==> config.mk <==
export PLATFORM = sky130hd
export DESIGN_NAME = vga_scanout
export DESIGN_NICKNAME = d
export VERILOG_FILES = /design/src/rtl/vga_scanout.sv
export SDC_FILE = /design/constraint.sdc
export NUM_CORES = 1
export LEC_CHECK = 0
export CORE_MARGIN = 8
export CORE_UTILIZATION = 56
export DETAILED_ROUTE_END_ITERATION = 12
export DONT_BUFFER_PORTS = 1
export GPL_ROUTABILITY_DRIVEN = 0
export PLACE_DENSITY = 0.81
export SLEW_MARGIN = 10
export SYNTH_ARGS = -nofsm -noshare
export SYNTH_HDL_FRONTEND = slang
export SYNTH_SLANG_ARGS = --single-unit
==> constraint.sdc <==
create_clock -name mainClk -period 1.67 [get_ports mainClk]
set_input_delay 0.0835 -clock mainClk [delete_from_list [all_inputs] [get_ports mainClk]]
set_output_delay 0.0835 -clock mainClk [all_outputs]
set_load 0.005 [all_outputs]
==> src/rtl/vga_scanout.sv <==
// vga_scanout: VGA 640x480@60 scanout master reading the SPRAM frame buffer.
// Build option: define TEST_PATTERN_EN to add patSel and the built-in checker.
module vga_scanout #(
  parameter int H_ACTIVE = 640,
  parameter int H_FP     = 16,
  parameter int H_SYNC   = 96,
  parameter int H_BP     = 48,
  parameter int V_ACTIVE = 480,
  parameter int V_FP     = 10,
  parameter int V_SYNC   = 2,
  parameter int V_BP     = 33,
  parameter int RD_LAT   = 1
) (
  input  logic        mainClk,
  input  logic        nRst,
  input  logic        pixEn,
  output logic [9:0]  xCoordVga,
  output logic [8:0]  yCoordVga,
  input  logic [1:0]  pixVal,
`ifdef TEST_PATTERN_EN
  input  logic        patSel,
`endif
  output logic        hSync,
  output logic        vSync,
  output logic        de,
  output logic [11:0] rgb,
  output logic        frameStart
);

  localparam int H_TOTAL = H_ACTIVE + H_FP + H_SYNC + H_BP;
  localparam int V_TOTAL = V_ACTIVE + V_FP + V_SYNC + V_BP;

  localparam logic [9:0] H_LAST = 10'(H_TOTAL - 1);
  localparam logic [9:0] V_LAST = 10'(V_TOTAL - 1);
  localparam logic [9:0] H_VIS  = 10'(H_ACTIVE);
  localparam logic [9:0] V_VIS  = 10'(V_ACTIVE);
  localparam logic [9:0] HS_BEG = 10'(H_ACTIVE + H_FP);
  localparam logic [9:0] HS_END = 10'(H_ACTIVE + H_FP + H_SYNC - 1);
  localparam logic [9:0] VS_BEG = 10'(V_ACTIVE + V_FP);
  localparam logic [9:0] VS_END = 10'(V_ACTIVE + V_FP + V_SYNC - 1);

  typedef struct packed {
    logic       act;
    logic       hs;
    logic       vs;
`ifdef TEST_PATTERN_EN
    logic [1:0] pat;
`endif
  } tap_t;

  function automatic tap_t idle_tap();
    tap_t t;
    t    = '0;
    t.hs = 1'b1;
    t.vs = 1'b1;
    return t;
  endfunction

  logic [9:0]  hCnt_q, hCnt_d;
  logic [9:0]  vCnt_q, vCnt_d;
  logic        hWrap, vWrap;
  logic        fs_q, fs_d;

  tap_t        iss_q, iss_d;
  logic        act;
  logic [9:0]  xCoord_q, xCoord_d;
  logic [8:0]  yCoord_q, yCoord_d;

  tap_t        dly_q [RD_LAT];
  tap_t        tail;

  logic [1:0]  pixSel;
  logic [11:0] pal;
  logic [11:0] rgb_d;
  logic        ld_q;
  logic        hSync_q;
  logic        vSync_q;
  logic        de_q;
  logic [11:0] rgb_q;

  // Raster counters
  always_comb begin
    hWrap  = (hCnt_q == H_LAST);
    vWrap  = (vCnt_q == V_LAST);
    hCnt_d = hCnt_q;
    vCnt_d = vCnt_q;
    fs_d   = 1'b0;
    if (pixEn) begin
      hCnt_d = hWrap ? '0 : hCnt_q + 10'd1;
      if (hWrap) begin
        vCnt_d = vWrap ? '0 : vCnt_q + 10'd1;
      end
      fs_d = hWrap && vWrap;
    end
  end

  always_ff @(posedge mainClk or negedge nRst) begin
    if (!nRst) begin
      hCnt_q <= '0;
      vCnt_q <= '0;
      fs_q   <= 1'b0;
    end else begin
      hCnt_q <= hCnt_d;
      vCnt_q <= vCnt_d;
      fs_q   <= fs_d;
    end
  end

  // Issue stage: blanking addresses are parked at 0
  always_comb begin
    act       = (hCnt_q < H_VIS) && (vCnt_q < V_VIS);
    iss_d     = idle_tap();
    iss_d.act = act;
    iss_d.hs  = !((hCnt_q >= HS_BEG) && (hCnt_q <= HS_END));
    iss_d.vs  = !((vCnt_q >= VS_BEG) && (vCnt_q <= VS_END));
`ifdef TEST_PATTERN_EN
    iss_d.pat = {hCnt_q[5] ^ vCnt_q[5], hCnt_q[4]};
`endif
    xCoord_d  = act ? hCnt_q : '0;
    yCoord_d  = act ? vCnt_q[8:0] : '0;
  end

  always_ff @(posedge mainClk or negedge nRst) begin
    if (!nRst) begin
      iss_q    <= idle_tap();
      xCoord_q <= '0;
      yCoord_q <= '0;
    end else if (pixEn) begin
      iss_q    <= iss_d;
      xCoord_q <= xCoord_d;
      yCoord_q <= yCoord_d;
    end
  end

  always_ff @(posedge mainClk or negedge nRst) begin
    if (!nRst) begin
      for (int i = 0; i < RD_LAT; i++) begin
        dly_q[i] <= idle_tap();
      end
    end else if (pixEn) begin
      dly_q[0] <= iss_q;
      for (int i = 1; i < RD_LAT; i++) begin
        dly_q[i] <= dly_q[i-1];
      end
    end
  end

  assign tail = dly_q[RD_LAT-1];

  always_comb begin
    pixSel = pixVal;
`ifdef TEST_PATTERN_EN
    if (patSel) begin
      pixSel = tail.pat;
    end
`endif
    pal = 12'h000;
    unique case (pixSel)
      2'b00: pal = 12'h000;
      2'b01: pal = 12'h555;
      2'b10: pal = 12'hAAA;
      2'b11: pal = 12'hFFF;
    endcase
    rgb_d = tail.act ? pal : 12'h000;
  end

  // Output register loads the mainClk after each strobe so it samples settled pixVal
  always_ff @(posedge mainClk or negedge nRst) begin
    if (!nRst) begin
      ld_q    <= 1'b0;
      hSync_q <= 1'b1;
      vSync_q <= 1'b1;
      de_q    <= 1'b0;
      rgb_q   <= '0;
    end else begin
      ld_q <= pixEn;
      if (ld_q) begin
        hSync_q <= tail.hs;
        vSync_q <= tail.vs;
        de_q    <= tail.act;
        rgb_q   <= rgb_d;
      end
    end
  end

  assign xCoordVga  = xCoord_q;
  assign yCoordVga  = yCoord_q;
  assign hSync      = hSync_q;
  assign vSync      = vSync_q;
  assign de         = de_q;
  assign rgb        = rgb_q;
  assign frameStart = fs_q;

endmodule

# --- After elaboration in Yosys (flattened, before gate mapping) ---
# Index checks and enable logic that the tools add are counted.
classes:
  reduce_logical: 8
  n_lt_le_gt_ge: 6
  eq_ne: 5
  add_sub_neg: 2
  mux: 7
ops:
  columns: ["cell", "n"]
  rows:
  - ["12-bit one-hot mux with 4 select lines", 1]
  - ["10-bit 2-to-1 mux", 3]
  - ["10-bit by 1-bit adder with 10-bit output (second input constant)", 2]
  - ["10-bit == test (second input constant)", 2]
  - ["12-bit 2-to-1 mux", 1]
  - ["10-bit greater-or-equal comparator (second input constant)", 1]
  - ["10-bit by 9-bit greater-or-equal comparator with 1-bit output (second input constant)", 1]
  - ["10-bit <= comparator (second input constant)", 1]
  - ["10-bit by 9-bit <= comparator with 1-bit output (second input constant)", 1]
  - ["10-bit < comparator (second input constant)", 1]
  - ["10-bit by 9-bit < comparator with 1-bit output (second input constant)", 1]
  - ["9-bit 2-to-1 mux", 1]
  - ["2-bit == test (second input constant)", 2]
  - ["1-bit logical AND", 4]
  - ["2-bit by 1-bit == test with 1-bit output (second input constant)", 1]
  - ["1-bit zero test", 2]
  - ["2-bit zero test", 1]
  - ["2-bit AND reduction", 1]
  - ["1-bit 2-to-1 mux", 1]
word_totals:
  wordCells: 44
  reg_bits: 62
  in_bits: 5
  out_inout_bits: 35

# --- Logic depth before layout (Yosys ltp) ---
logic_depth:
  ltp_word: 3
  depth_mapped: 7
  ltp_nobuf: 6

# --- Worst setup path before layout ---
# Ideal clock, no wire load.
synth_path:
  path_type: "register to register"
  from: "register vCnt_q[1]"
  to: "register vCnt_q[9]"
  setup_slack_ps: 45
  stages_incl_launch_ff: 8
  setup_ps: 122
  path_buffers: 1
  arrival_ps: 1503
  path_cell_list: "dfrtp_1 > inv_1 > ha_1 > nor4b_1 > and4_1 > buf_2 > nor2_1 > a32o_1"
synth_between:
  elab_chain_len: 2
  elab_cells_between_ends: 3
synth_lines:
  columns: ["element", "line_no", "rtl"]
  rows:
  - ["from (decl)", "60", "logic [9:0] vCnt_q, vCnt_d;"]
  - ["from (signal assigned)", "104", "vCnt_q <= vCnt_d;"]
  - ["10-bit by 1-bit adder with 10-bit output / 10-bit == test (equally long branches)", "91, 84", null]
  - ["10-bit 2-to-1 mux (*)", "91", "vCnt_d = vWrap ? '0 : vCnt_q + 10'd1;"]
# Mark *: on every way between the ends. The rest lies on a longest branch, timed or not.
# A chain may end at the register's enable or synchronous reset.

# --- Worst setup path in the final report ---
layout_path:
  from: "register hCnt_q[5]"
  to: "register vCnt_q[7]"
layout_between:
  elab_chain_len: 2
layout_lines:
  columns: ["element", "line_no", "rtl"]
  rows:
  - ["from (decl)", "59", "logic [9:0] hCnt_q, hCnt_d;"]
  - ["from (signal assigned)", "103", "hCnt_q <= hCnt_d;"]
  - ["10-bit == test", "83", "hWrap = (hCnt_q == H_LAST);"]
  - ["2-bit AND reduction (no line)", null, null]
# Every way passes these cells.

==> results.txt <==
In this run the cell area measured after placement is 2419 um^2. TritonCTS built the clock tree. The count of buffers added on input and output ports is 0.

The tools report the peak supply drop as 0.0005412 V. The worst setup path is launched from a flip-flop. Number of library cell types mapped by synthesis: 40.

The floorplan die width is 81.05 um. Including well taps, the total number of placed cells is 248. For the final number of setup-violating endpoints, the log shows 0. The area enclosed by the die boundary was 6569 um^2; the via count of the first global-routing pass was 1,665. For the final database, setup skew stands at 0.008233 ns. In the routed design, unresolved DRC markers number 0.

Yosys attributes the largest share of cell area to sky130_fd_sc_hd__dfrtp_1, sky130_fd_sc_hd__a22o_1, sky130_fd_sc_hd__dfstp_2. Power density over cell area: 1092 nW/um^2. The core region is 4029 um^2. The starting density of the core is 58.82%, and the number of antenna repair diodes is 0. For the number of nets in the finished design, the log shows 221. The synthesized design contains 52 register bits. The clock latency on the worst-skew pair is 0.31 ns.

STA classifies the critical path endpoint as a flip-flop. The final max-slew violation count was 0. The flow ran to the end, and the final reports show no timing, DRC or antenna violations.

In the post-route analysis, the smallest setup slack over all paths is 0.03307 ns. The clock period minus worst slack works out to 1.637 ns. The most used flip-flop cell after synthesis is sky130_fd_sc_hd__dfrtp_1. The analysis attributes to net switching a power of 0.7479 mW. The run gives 2659 um^2 as the cell area after layout. Counting every sink on the clock net gives 52.

The run gives 51.4% as the part of the power in registers. Clock tree synthesis selected as its root buffer the cell sky130_fd_sc_hd__clkbuf_8. Once detail routing completed, the nets flagged for antenna violations numbered 0.

The Yosys step of the flow raised 0 warnings. For this run, the slowest stage of the critical path takes 0.42 ns. Cells fill 65.99% of the core in the end.

Path type of the worst setup path: reg -> reg. The wire length per cell after detailed routing works out to 19.46 um. For the pin with the worst max-slew slack, the measured transition is 0.5515 ns.

Of the available clock period, the critical path in the final layout requires 98.02%. The synthesized design contains 0 enable-type register cells. In the synthesized netlist, the number of instances is 204. Setup repair after global routing could not meet its margin everywhere. The share of the synthesized area in the top cell type was 48.57%; the switching power share of the total was 25.75%.

For this run the aggregate overflow at the end of global routing stands at 0. The number of iterations in the first detailed-routing pass was 4; the final-layout worst hold slack was 0.02333 ns. The maximum number of pins on one net before global-route repair is 53.

For the number of levels the H-tree was split into, the log shows 2. The async set-reset flop share out of synthesis was 100.0%; the number of antenna violations at the first check in global routing was 0. Non-filler instance count after layout: 263.

The number of placement rows was 23; the internal power was 2.156 mW. After layout, the design draws a total of 2.904 mW. The cell area that synthesis handed to floorplanning was 2370 um^2.

The number of max-capacitance violations reported is 0. The share of total power in combinational logic came out at 16.7%. sky130_fd_sc_hd__dfrtp_1 is the most common cell in the netlist. TritonCTS created 5 clock buffers. The first global-routing pass estimated 8.390 mm of wire. For this design, the slowest cell found on the critical path is sky130_fd_sc_hd__dfrtp_1. Clock-pin slew was measured on the worst setup and hold paths at 0.09 ns.

The largest area contributor in the synthesized netlist is sky130_fd_sc_hd__dfrtp_1. For the I/O pin count, the log shows 40. The run gives 1,617 as the overall via count from detail_route. The synthesized area divided by synthesized cell count came out at 11.62 um^2.

Per report_power, the clock group accounts for 31.9% of the total. The worst pin sits at a relative slew slack of 63.01%. The hold violation count in the final report is 0, and the relative area change from synthesis to final layout is 12.20%. The HPWL after detailed placement is 3.454 mm. By count the netlist is led by sky130_fd_sc_hd__dfrtp_1, sky130_fd_sc_hd__a22o_1, sky130_fd_sc_hd__o21ai_0.

The critical path required time was 1.90 ns. For the final routed database, the setup TNS stands at 0 ns. The maximum clock insertion buffer count came out at 2. Before CTS, the worst setup slack after placement is -0.1102 ns. The DRC marker count from the first detailed-route iteration is 189, and the net count after synthesis is 213.

Summed over all cells, the static leakage comes to 1.210 nW. Walking the worst path, the cells encountered are nor4b_4, nand4_2, or3_1, mux2i_1. The die is 81.05 um tall. After detailed routing, the total wire length is 5.118 mm.

The maximum fanout along the worst path is 4. For the maximum operating frequency, the log shows 610.9 MHz. Share of the yosys chip area belonging to registers: 55.23%.

The path class of the tightest hold or removal check is in -> reg. For the worst setup path, the data arrival time is 1.86 ns. The post-detailed-route via-to-cell ratio came out at 6.148. The global-route total usage across every layer was 16.57%. Cells with a size suffix above 1 make up 24.88% of the layout.
==> power by group through the flow <==
| stage | Clock [mW] | Combinational, mW | Sequential, mW |
|---|---|---|---|
| floorplan | 0 | 0.281 | 1.51 |
| global placement | 0 | 0.403 | 1.51 |
| detailed placement | 0 | 0.422 | 1.52 |
| CTS | 0.941 | 0.474 | 1.50 |
| global route | 0.998 | 0.535 | 1.52 |
| finish | 0.926 | 0.484 | 1.49 |
==> sequential cells by signal (all words and copies together) (netlist names) <==
name,flops
yCoordVga,9
dly_q,3
de,1
frameStart,1
xCoordVga,10
rgb,2
vSync,1
hCnt_q,10
vCnt_q,10
hSync,1
ld_q,1
iss_q,3
==> placed cells by master, fill, tap and decap left out, drive strengths merged, types with 3 or more instances in the layout <==
| cell | netlist | layout |
|---|---|---|
| a21oi | 4 | 4 |
| nor4b | 3 | 3 |
| buf | 19 | 20 |
| a22o | 21 | 21 |
| mux2i | 3 | 3 |
| dfstp | 6 | 6 |
| clkbuf | 4 | 7 |
| nor2 | 9 | 9 |
| inv | 7 | 7 |
| and3 | 5 | 5 |
| mux2 | 6 | 6 |
| ha | 4 | 4 |
| dlygate4sd3 | 0 | 4 |
| nand3 | 8 | 8 |
| and4 | 7 | 7 |
| xnor2 | 6 | 6 |
| nand4 | 7 | 7 |
| o21ai | 13 | 13 |
| nand2 | 7 | 7 |
| xor2 | 3 | 3 |
| dfrtp | 46 | 46 |
==> logic make-up (layout without fill, tap and decap cells) <==
kind of cell | after synthesis | after routing | synth area share [%]
AND/OR/NAND/NOR | 55 | 55 | 14.68
flip-flops | 52 | 52 | 55.23
AO/OA/AOI/OAI | 44 | 44 | 13.31
buffers and inverters | 31 | 40 | 7.233
XOR/XNOR | 9 | 9 | 3.326
multiplexers | 9 | 9 | 4.118
adder cells (fa/ha/maj) | 4 | 4 | 2.112
==> layout make-up <==
cell class                      count  area (um^2)
Sequential cell                    52         1310
Clock inverter                      1        30.03
Multi-Input combinational cell    121        915.9
Clock buffer                        7        96.34
Fill cell                         279         1370
Timing Repair Buffer               24        214.0
Inverter                            8        30.03
Tap cell                           50        62.56
==> layer usage <==
metal	up-vias	wire [um]	track usage [%]
li1	739	-	-
met1	819	2041	18.98
met2	51	2721	28.47
met3	8	278	4.746
met4	0	76	6.786
met5	-	0	0
==> path summary, 6_finish.rpt <==
| path | start | endpoint | slack [ns] | depth (start not counted) |
|---|---|---|---|---|
| max | hCnt_q[5] | vCnt_q[7] | 0.03 | 4 |
| min | pixEn | xCoordVga[8] | 0.02 | 2 |
| max reg2reg | hCnt_q[5] | vCnt_q[7] | 0.03 | 4 |
| min reg2reg | iss_q[0] | iss_q[0] | 0.50 | 2 |
| max in group asynchronous | nRst | vSync | 1.11 | 2 |
| min in group asynchronous | nRst | hCnt_q[7] | 0.27 | 2 |
==> worst max-delay path, delay by kind of cell, from the launching register on <==
kind	cells	cell delay, ns
and+or+nand+nor	3	0.99
DFF	1	0.42
muxes	1	0.14
==> timing repair <==
| action | CTS | global route |
|---|---|---|
| pin swaps | 0 | 2 |
| hold endpoints to repair | 65 | 0 |
| resized for setup | 3 | 8 |
| setup endpoints to repair | 4 | 15 |
| setup buffers | 0 | 2 |
| hold buffers | 5 | 0 |
Power figures use the tool's default switching activity.
